--- src/rtl/uart_tx_arbiter.sv ---
// Round-robin, packet-granular arbiter sharing one uart_tx byte transmitter
// among N_REQ byte-stream requesters, with an optional stall timeout.
module uart_tx_arbiter #(
  parameter int N_REQ   = 4,
  parameter int TIMEOUT = 1024
) (
  input  logic               clk,
  input  logic               rst_n,
  input  logic [N_REQ-1:0]   req_valid_i,
  input  logic [8*N_REQ-1:0] req_data_i,
  input  logic [N_REQ-1:0]   req_last_i,
  output logic [N_REQ-1:0]   req_ready_o,
  output logic [N_REQ-1:0]   grant_o,
  output logic [7:0]         data_o,
  output logic               start_o,
  input  logic               done_i,
  output logic               busy_o,
  output logic               timeout_o
);

  localparam int PW = (N_REQ > 1) ? $clog2(N_REQ) : 1;
  localparam int CW = (TIMEOUT > 0) ? $clog2(TIMEOUT + 1) : 1;
  localparam logic [CW-1:0] TO_LIM   = CW'(TIMEOUT);
  localparam logic [PW-1:0] LAST_IDX = PW'(N_REQ - 1);

  typedef enum logic [2:0] {ARB, FETCH, SEND, WAIT_LO, WAIT_HI} state_t;

  state_t           r_state;
  logic [N_REQ-1:0] r_grant;
  logic [PW-1:0]    r_gidx;
  logic [PW-1:0]    r_rr_ptr;
  logic [7:0]       r_data;
  logic             r_last;
  logic             r_timeout;
  logic [CW-1:0]    r_stall;

  logic [7:0]       w_bytes [N_REQ];
  logic             w_found;
  logic [PW-1:0]    w_sel;
  logic [PW-1:0]    w_next_ptr;
  logic [CW-1:0]    w_stall_inc;
  logic             w_g_valid;
  logic             w_g_last;

  generate
    for (genvar gi = 0; gi < N_REQ; gi++) begin : g_bytes
      assign w_bytes[gi] = req_data_i[8*gi +: 8];
    end
  endgenerate

  // Scan downward so the last hit is the first valid requester at or after rr_ptr.
  always_comb begin
    w_found = 1'b0;
    w_sel   = '0;
    for (int k = N_REQ - 1; k >= 0; k--) begin
      if (req_valid_i[(int'(r_rr_ptr) + k) % N_REQ]) begin
        w_found = 1'b1;
        w_sel   = PW'((int'(r_rr_ptr) + k) % N_REQ);
      end
    end
  end

  assign w_next_ptr  = (r_gidx == LAST_IDX) ? '0 : r_gidx + PW'(1);
  assign w_stall_inc = r_stall + CW'(1);
  assign w_g_valid   = req_valid_i[r_gidx];
  assign w_g_last    = req_last_i[r_gidx];

  assign req_ready_o = (r_state == FETCH) ? r_grant : '0;
  assign start_o     = (r_state == SEND) && done_i;
  assign busy_o      = |r_grant;
  assign grant_o     = r_grant;
  assign data_o      = r_data;
  assign timeout_o   = r_timeout;

  always_ff @(posedge clk or negedge rst_n) begin
    if (!rst_n) begin
      r_state   <= ARB;
      r_grant   <= '0;
      r_gidx    <= '0;
      r_rr_ptr  <= '0;
      r_data    <= '0;
      r_last    <= 1'b0;
      r_timeout <= 1'b0;
      r_stall   <= '0;
    end else begin
      r_timeout <= 1'b0;
      case (r_state)
        ARB: begin
          if (w_found) begin
            r_grant <= N_REQ'(1) << w_sel;
            r_gidx  <= w_sel;
            r_stall <= '0;
            r_state <= FETCH;
          end
        end
        FETCH: begin
          if (w_g_valid) begin
            r_data  <= w_bytes[r_gidx];
            r_last  <= w_g_last;
            r_stall <= '0;
            r_state <= SEND;
          end else if (TIMEOUT != 0) begin
            // The lock is dropped on the cycle the stall count reaches TIMEOUT.
            if (w_stall_inc == TO_LIM) begin
              r_timeout <= 1'b1;
              r_grant   <= '0;
              r_rr_ptr  <= w_next_ptr;
              r_stall   <= '0;
              r_state   <= ARB;
            end else begin
              r_stall <= w_stall_inc;
            end
          end
        end
        SEND: begin
          if (done_i) r_state <= WAIT_LO;
        end
        WAIT_LO: begin
          if (!done_i) r_state <= WAIT_HI;
        end
        WAIT_HI: begin
          if (done_i) begin
            if (r_last) begin
              r_grant  <= '0;
              r_rr_ptr <= w_next_ptr;
              r_state  <= ARB;
            end else begin
              r_state <= FETCH;
            end
          end
        end
        default: r_state <= ARB;
      endcase
    end
  end

endmodule
--- config.mk ---
export PLATFORM = sky130hd
export DESIGN_NAME = uart_tx_arbiter
export DESIGN_NICKNAME = d
export VERILOG_FILES = /design/src/rtl/uart_tx_arbiter.sv
export SDC_FILE = /design/constraint.sdc
export NUM_CORES = 1
export LEC_CHECK = 0
export CORE_MARGIN = 2
export CORE_UTILIZATION = 46
export DETAILED_ROUTE_END_ITERATION = 10
export PLACE_DENSITY = 0.88
export SYNTH_ARGS = -nofsm -noshare
export SYNTH_HDL_FRONTEND = slang
export SYNTH_SLANG_ARGS = --single-unit
--- constraint.sdc ---
create_clock -name clk -period 2.89 [get_ports clk]
set_input_delay 0.578 -clock clk [delete_from_list [all_inputs] [get_ports clk]]
set_output_delay 0.578 -clock clk [all_outputs]
set_load 0.1 [all_outputs]
# Word level (Yosys, flattened, before mapping)
# Cells that the tools add are included.
# classes
n_eq_ne,14
muxes,54
reduce_logical,15
shifts,1
add_sub_neg,5
order_cmp,6
bitwise_logic,4
# op_table
cell,n
11-bit 2-to-1 mux,3
4-bit 2-to-1 mux,6
11-bit one-hot mux with 2 select lines,1
2-bit 2-to-1 mux,9
3-bit 2-to-1 mux,6
1-bit 2-to-1 mux,17
8-bit binary-select mux with 2-bit select,1
8-bit 2-to-1 mux,2
3-bit one-hot mux with 5 select lines,1
1-bit binary-select mux with 2-bit select,6
3-bit by 4-bit < comparator with 1-bit output (second input constant),3
2-bit inequality test (second input constant),6
4-bit one-hot mux with 3 select lines,1
11-bit by 1-bit adder with 11-bit output (second input constant),1
11-bit equality test (second input constant),1
5-bit AND reduction,2
3-bit by 2-bit equality test with 1-bit output (second input constant),2
2-bit by 3-bit < comparator with 1-bit output (second input constant),2
2-bit AND reduction,3
6-bit AND reduction,1
2-bit OR reduction,3
2-bit by 1-bit adder with 2-bit output (second input constant),2
2-bit adder (second input constant),2
2-bit one-hot mux with 2 select lines,1
14 further kinds,17
# totals
wordCells,107
in_bits,43
register_bits,32
output_inout_bits,19

# Depth between registers and ports, before layout
# Gate-level depths: netlist (run 1).
# depth
word_depth,13
ltp_mapped,7

# Least setup slack after synthesis (run 1)
# OpenSTA, ideal clock, no wires.
# synth_path
path_kind,reg-to-output
start,register r_grant[1] (netlist: grant_o[1])
end,output req_ready_o[1]
required_ns,2.312
t_arrival_ns,1.844
path_stages_with_launch,2
path_slack_ns,0.468
path_cell_list,dfrtp_1 and3_1
# synth_between
elab_chain_len,1
# synth_rtl
item,line_no,rtl
from (decl),29,logic [N_REQ-1:0] r_grant;
from (signal assigned),90,r_grant <= N_REQ'(1) << w_sel;
4-bit 2-to-1 mux,68,assign req_ready_o = (r_state == FETCH) ? r_grant : '0;
to (decl),12,"output logic [N_REQ-1:0] req_ready_o,"
# No other way between the ends.

# Worst setup path in the final report (run 1)
# layout_path
start,register r_stall[0]
end,register r_rr_ptr[0]
# layout_between
elab_chain_len,4
# layout_rtl
item,line_no,rtl
from (decl),35,logic [CW-1:0] r_stall;
from (signal assigned),111,r_stall <= w_stall_inc;
11-bit by 1-bit adder with 11-bit output,64,assign w_stall_inc = r_stall + CW'(1);
11-bit equality test,104,if (w_stall_inc == TO_LIM) begin
2-bit by 1-bit inequality test with 1-bit output (no source line),--,
5-bit AND reduction (no source line),--,
to (signal assigned),107,r_rr_ptr <= w_next_ptr;
to (signal assigned),125,r_rr_ptr <= w_next_ptr;
to (decl),31,logic [PW-1:0] r_rr_ptr;
# No other way between the ends.
# A chain may end at the register's enable or synchronous reset.

==> run_results.csv, run 1 <==
group,metric,value,unit
timing,setup_violations,0,
layout,fillCellCount,315,
clocking,cts_resized,0,
clocking,cts_setup_buffers,0,
detailed_routing,route.top_layer_used,"met4",
timing,rsz0062_at_grt,"no",
timing,hold_viol,0,
die,core_area,4000,sq um
detailed_routing,ant_nets,0,
synthesis,synthCells,181,
clocking,cts_sinks,32,
placement,gp_congestion,0.874,
critical_path,path_class,"reg -> reg",
layout,areaGrowthSynthToFinish,38.1,%
clocking,root_buffer,"clkbuf_8",
layout,diodes,0,
timing,max_freq,401,MHz
timing,fin_crit,2.49,ns
detailed_routing,via_per_inst,5.94,
timing,fin_setup_tns,0,ns
critical_path,crit_fanout,8,
layout,nets,293,
pwr,p_leak,1.13,nW
global_route,grt-ovfl-total,0,
die,pin_count,62,
die,row_count,23,
global_route,grt_pass1_vias,1609,
clocking,cts_tree,"yes",
placement,hpwl,3490,microns
critical_path,startpoint_type,"flip-flop",
global_route,grt_pass1_wl,7300,microns
detailed_routing,wl_met2,2270,microns
clocking,clk_pin_slew_worst_paths,0.07,ns
die,die_area,4670,sq um
detailed_routing,routed-wl-met3,302,microns
synthesis,syn_area,1900,sq um
clocking,cts_made_buffers,5,
timing,tightest_slew,0.442,ns
synthesis,synth_top_cell_by_area,"dfrtp_1",
detailed_routing,via_count,1771,
critical_path,cp.required,3.06,ns
detailed_routing,drc_errors,0,
layout,drive_gt1_frac,0.218,
synthesis,synth_edf_count,0,
clocking,ctsHoldBuffers,0,
critical_path,arrival,2.66,ns
timing,skew,0.00691,ns
pwr,power.density,1080,nW/um^2
synthesis,synthFlopType,"dfrtp_1",
synthesis,ys_types,44,
placement,dp_slack,0.178,ns
flow_run,maxCapViolations,0,
timing,setup_slack,0.398,ns
timing,drv_slew,0,
die,die_h,68.3,microns
clocking,insertion_delay,0.28,ns
detailed_routing,wl_per_cell,15.1,microns
critical_path,end_kind,"flip-flop",
global_route,antenna_found_initial,0,
clocking,htreeDepth,2,
clocking,cts_buffer_depth,2,
global_route,track_usage,0.212,
pwr,peakVddDrop,1.34,mV
synthesis,avgSynthCellArea,10.5,sq um
synthesis,ys_seq_area_frac,0.421,
synthesis,synth_top_area_share,0.421,
detailed_routing,wl_met1,1830,microns
synthesis,yosys_warnings,0,
synthesis,ys_ff_latch,32,
synthesis,synth.top_cells.by_area,"dfrtp_1 (42%), mux4_2 (12%), mux2_2 (6.5%)",
synthesis,synth_nets,226,
detailed_routing,drtIter0Drc,113,
timing,fin_crit_sh,0.862,
synthesis,async_flop_share,1.00,
timing,slew_headroom,0.704,
detailed_routing,first_pass_iters,4,
detailed_routing,wirelength,4490,microns
die,start_util,0.476,
hold_path,hp-class,"reg -> reg",
status,status,"finished clean",
die,dieWidth,68.3,microns
global_route,grt_start_max_net_pins,33,
placement,port_buffers,61,
[flip-flops by register name, indices dropped and copies added (netlist names)]
register and cells:
r_stall 11, r_last 1, data_o 8, timeout_o 1
r_rr_ptr 2, grant_o 4, r_gidx 2, r_state 3
[placed cells by master (no fill, tap or decap), types with 2 or more instances in the layout]
cell             Yosys  layout
clkdlybuf4s50_1      0      42
dfrtp_1             32      32
buf_4                0      22
nor2_1              16      16
nand2_1             14      14
o21ai_0             12      12
mux2_2              11      11
mux4_2              10      10
nand3_1              9       9
and3_1               7       7
inv_1                6       6
a21oi_1              6       6
clkbuf_8             0       5
o21ai_1              4       4
nor2b_1              3       3
o22ai_1              3       3
or3_1                3       3
o41ai_1              3       3
or4_1                2       2
nand4_1              2       2
or2_1                2       2
and2_1               2       2
o211ai_1             2       2
a31oi_1              2       2
a22o_1               2       2
o2bb2ai_1            2       2
a21o_1               2       2
o31ai_1              2       2
ha_1                 2       2
[layout make-up]
| type | instances | area [sq um] | share of cell area |
|---|---|---|---|
| multi-input cells | 138 | 1060 | 0.403 |
| flip-flops and latches | 32 | 801 | 0.305 |
| repair buffers | 65 | 606 | 0.230 |
| clock buffers | 6 | 72.6 | 0.0276 |
| inverters | 6 | 22.5 | 0.00857 |
| clock inverters | 1 | 5.00 | 0.00190 |
| well taps | 50 | 62.6 | 0.0238 |
[Yosys cell counts, drive strengths merged, types with 2 or more instances]
master / number
nand4: 3
o31ai: 3
nand3: 9
mux4: 10
a21o: 2
a31oi: 2
ha: 2
nand2: 14
and3: 7
o41ai: 3
mux2: 11
a21oi: 6
nor2: 16
or2: 3
or4: 2
or3: 3
buf: 2
and2: 2
o22ai: 3
nor2b: 3
o21ai: 16
inv: 6
a22o: 2
dfrtp: 32
o2bb2ai: 2
o211ai: 2
clkbuf: 3
[through the flow]
step	instance area [sq um]	total power, mW	utilization	hold slack [ns]	instances
after global routing	2630	2.97	0.657	0.529	298
after global placement	2550	2.49	0.638	0.491	291
after detailed placement	2550	2.52	0.638	0.500	291
final	2630	2.83	0.657	0.516	298
after CTS	2630	2.84	0.657	0.515	298
after floorplan	1900	2.09	-	0.282	181
[power breakdown]
part,switching [mW],leakage (nW),internal (mW)
sequential,0.154,0.416,0.591
combinational,1.22,0.677,0.550
clock,0.155,0.0410,0.163
total,1.53,1.13,1.30
[worst paths after layout]
check / from / to / slack [ns] / cells past startpoint
max: r_stall[0] / r_rr_ptr[0] / 0.40 / 7
min: data_o[3] / data_o[3] / 0.52 / 1
max reg2reg: r_stall[0] / r_rr_ptr[0] / 0.40 / 7
min reg2reg: data_o[3] / data_o[3] / 0.52 / 1
max in group asynchronous: rst_n / data_o[4] / 1.89 / 2
min in group asynchronous: rst_n / timeout_o / 0.69 / 2
[metal layers]
metal	up-vias	global-route usage
met4	0	0.0775
met3	10	0.0641
met1	862	0.267
li1	826	-
met5	-	0
met2	73	0.346
[worst max-delay path, stage by stage (launching register included)]
cell,delay (ns)
dfrtp_1,0.47
ha_1,0.29
nand4_2,0.24
mux2i_1,0.19
o31ai_2,0.35
nand3_1,0.23
o21ai_1,0.25
mux2_2,0.36
[cells by family after synthesis]
kind of cell               synth area share
DFF                                   0.421
AOI/OAI and AO/OA                     0.170
buffers and inverters                0.0223
muxes                                 0.189
and+or+nand+nor                       0.185
adders and majority gates            0.0131
Power figures use the tool's default switching activity.
==> inputs of run 2 (changes only) <==
- SKIP_LAST_GASP: default -> 1
==> results of run 2 <==
No change in the layout: final DEF, timing and power equal those of run 1.
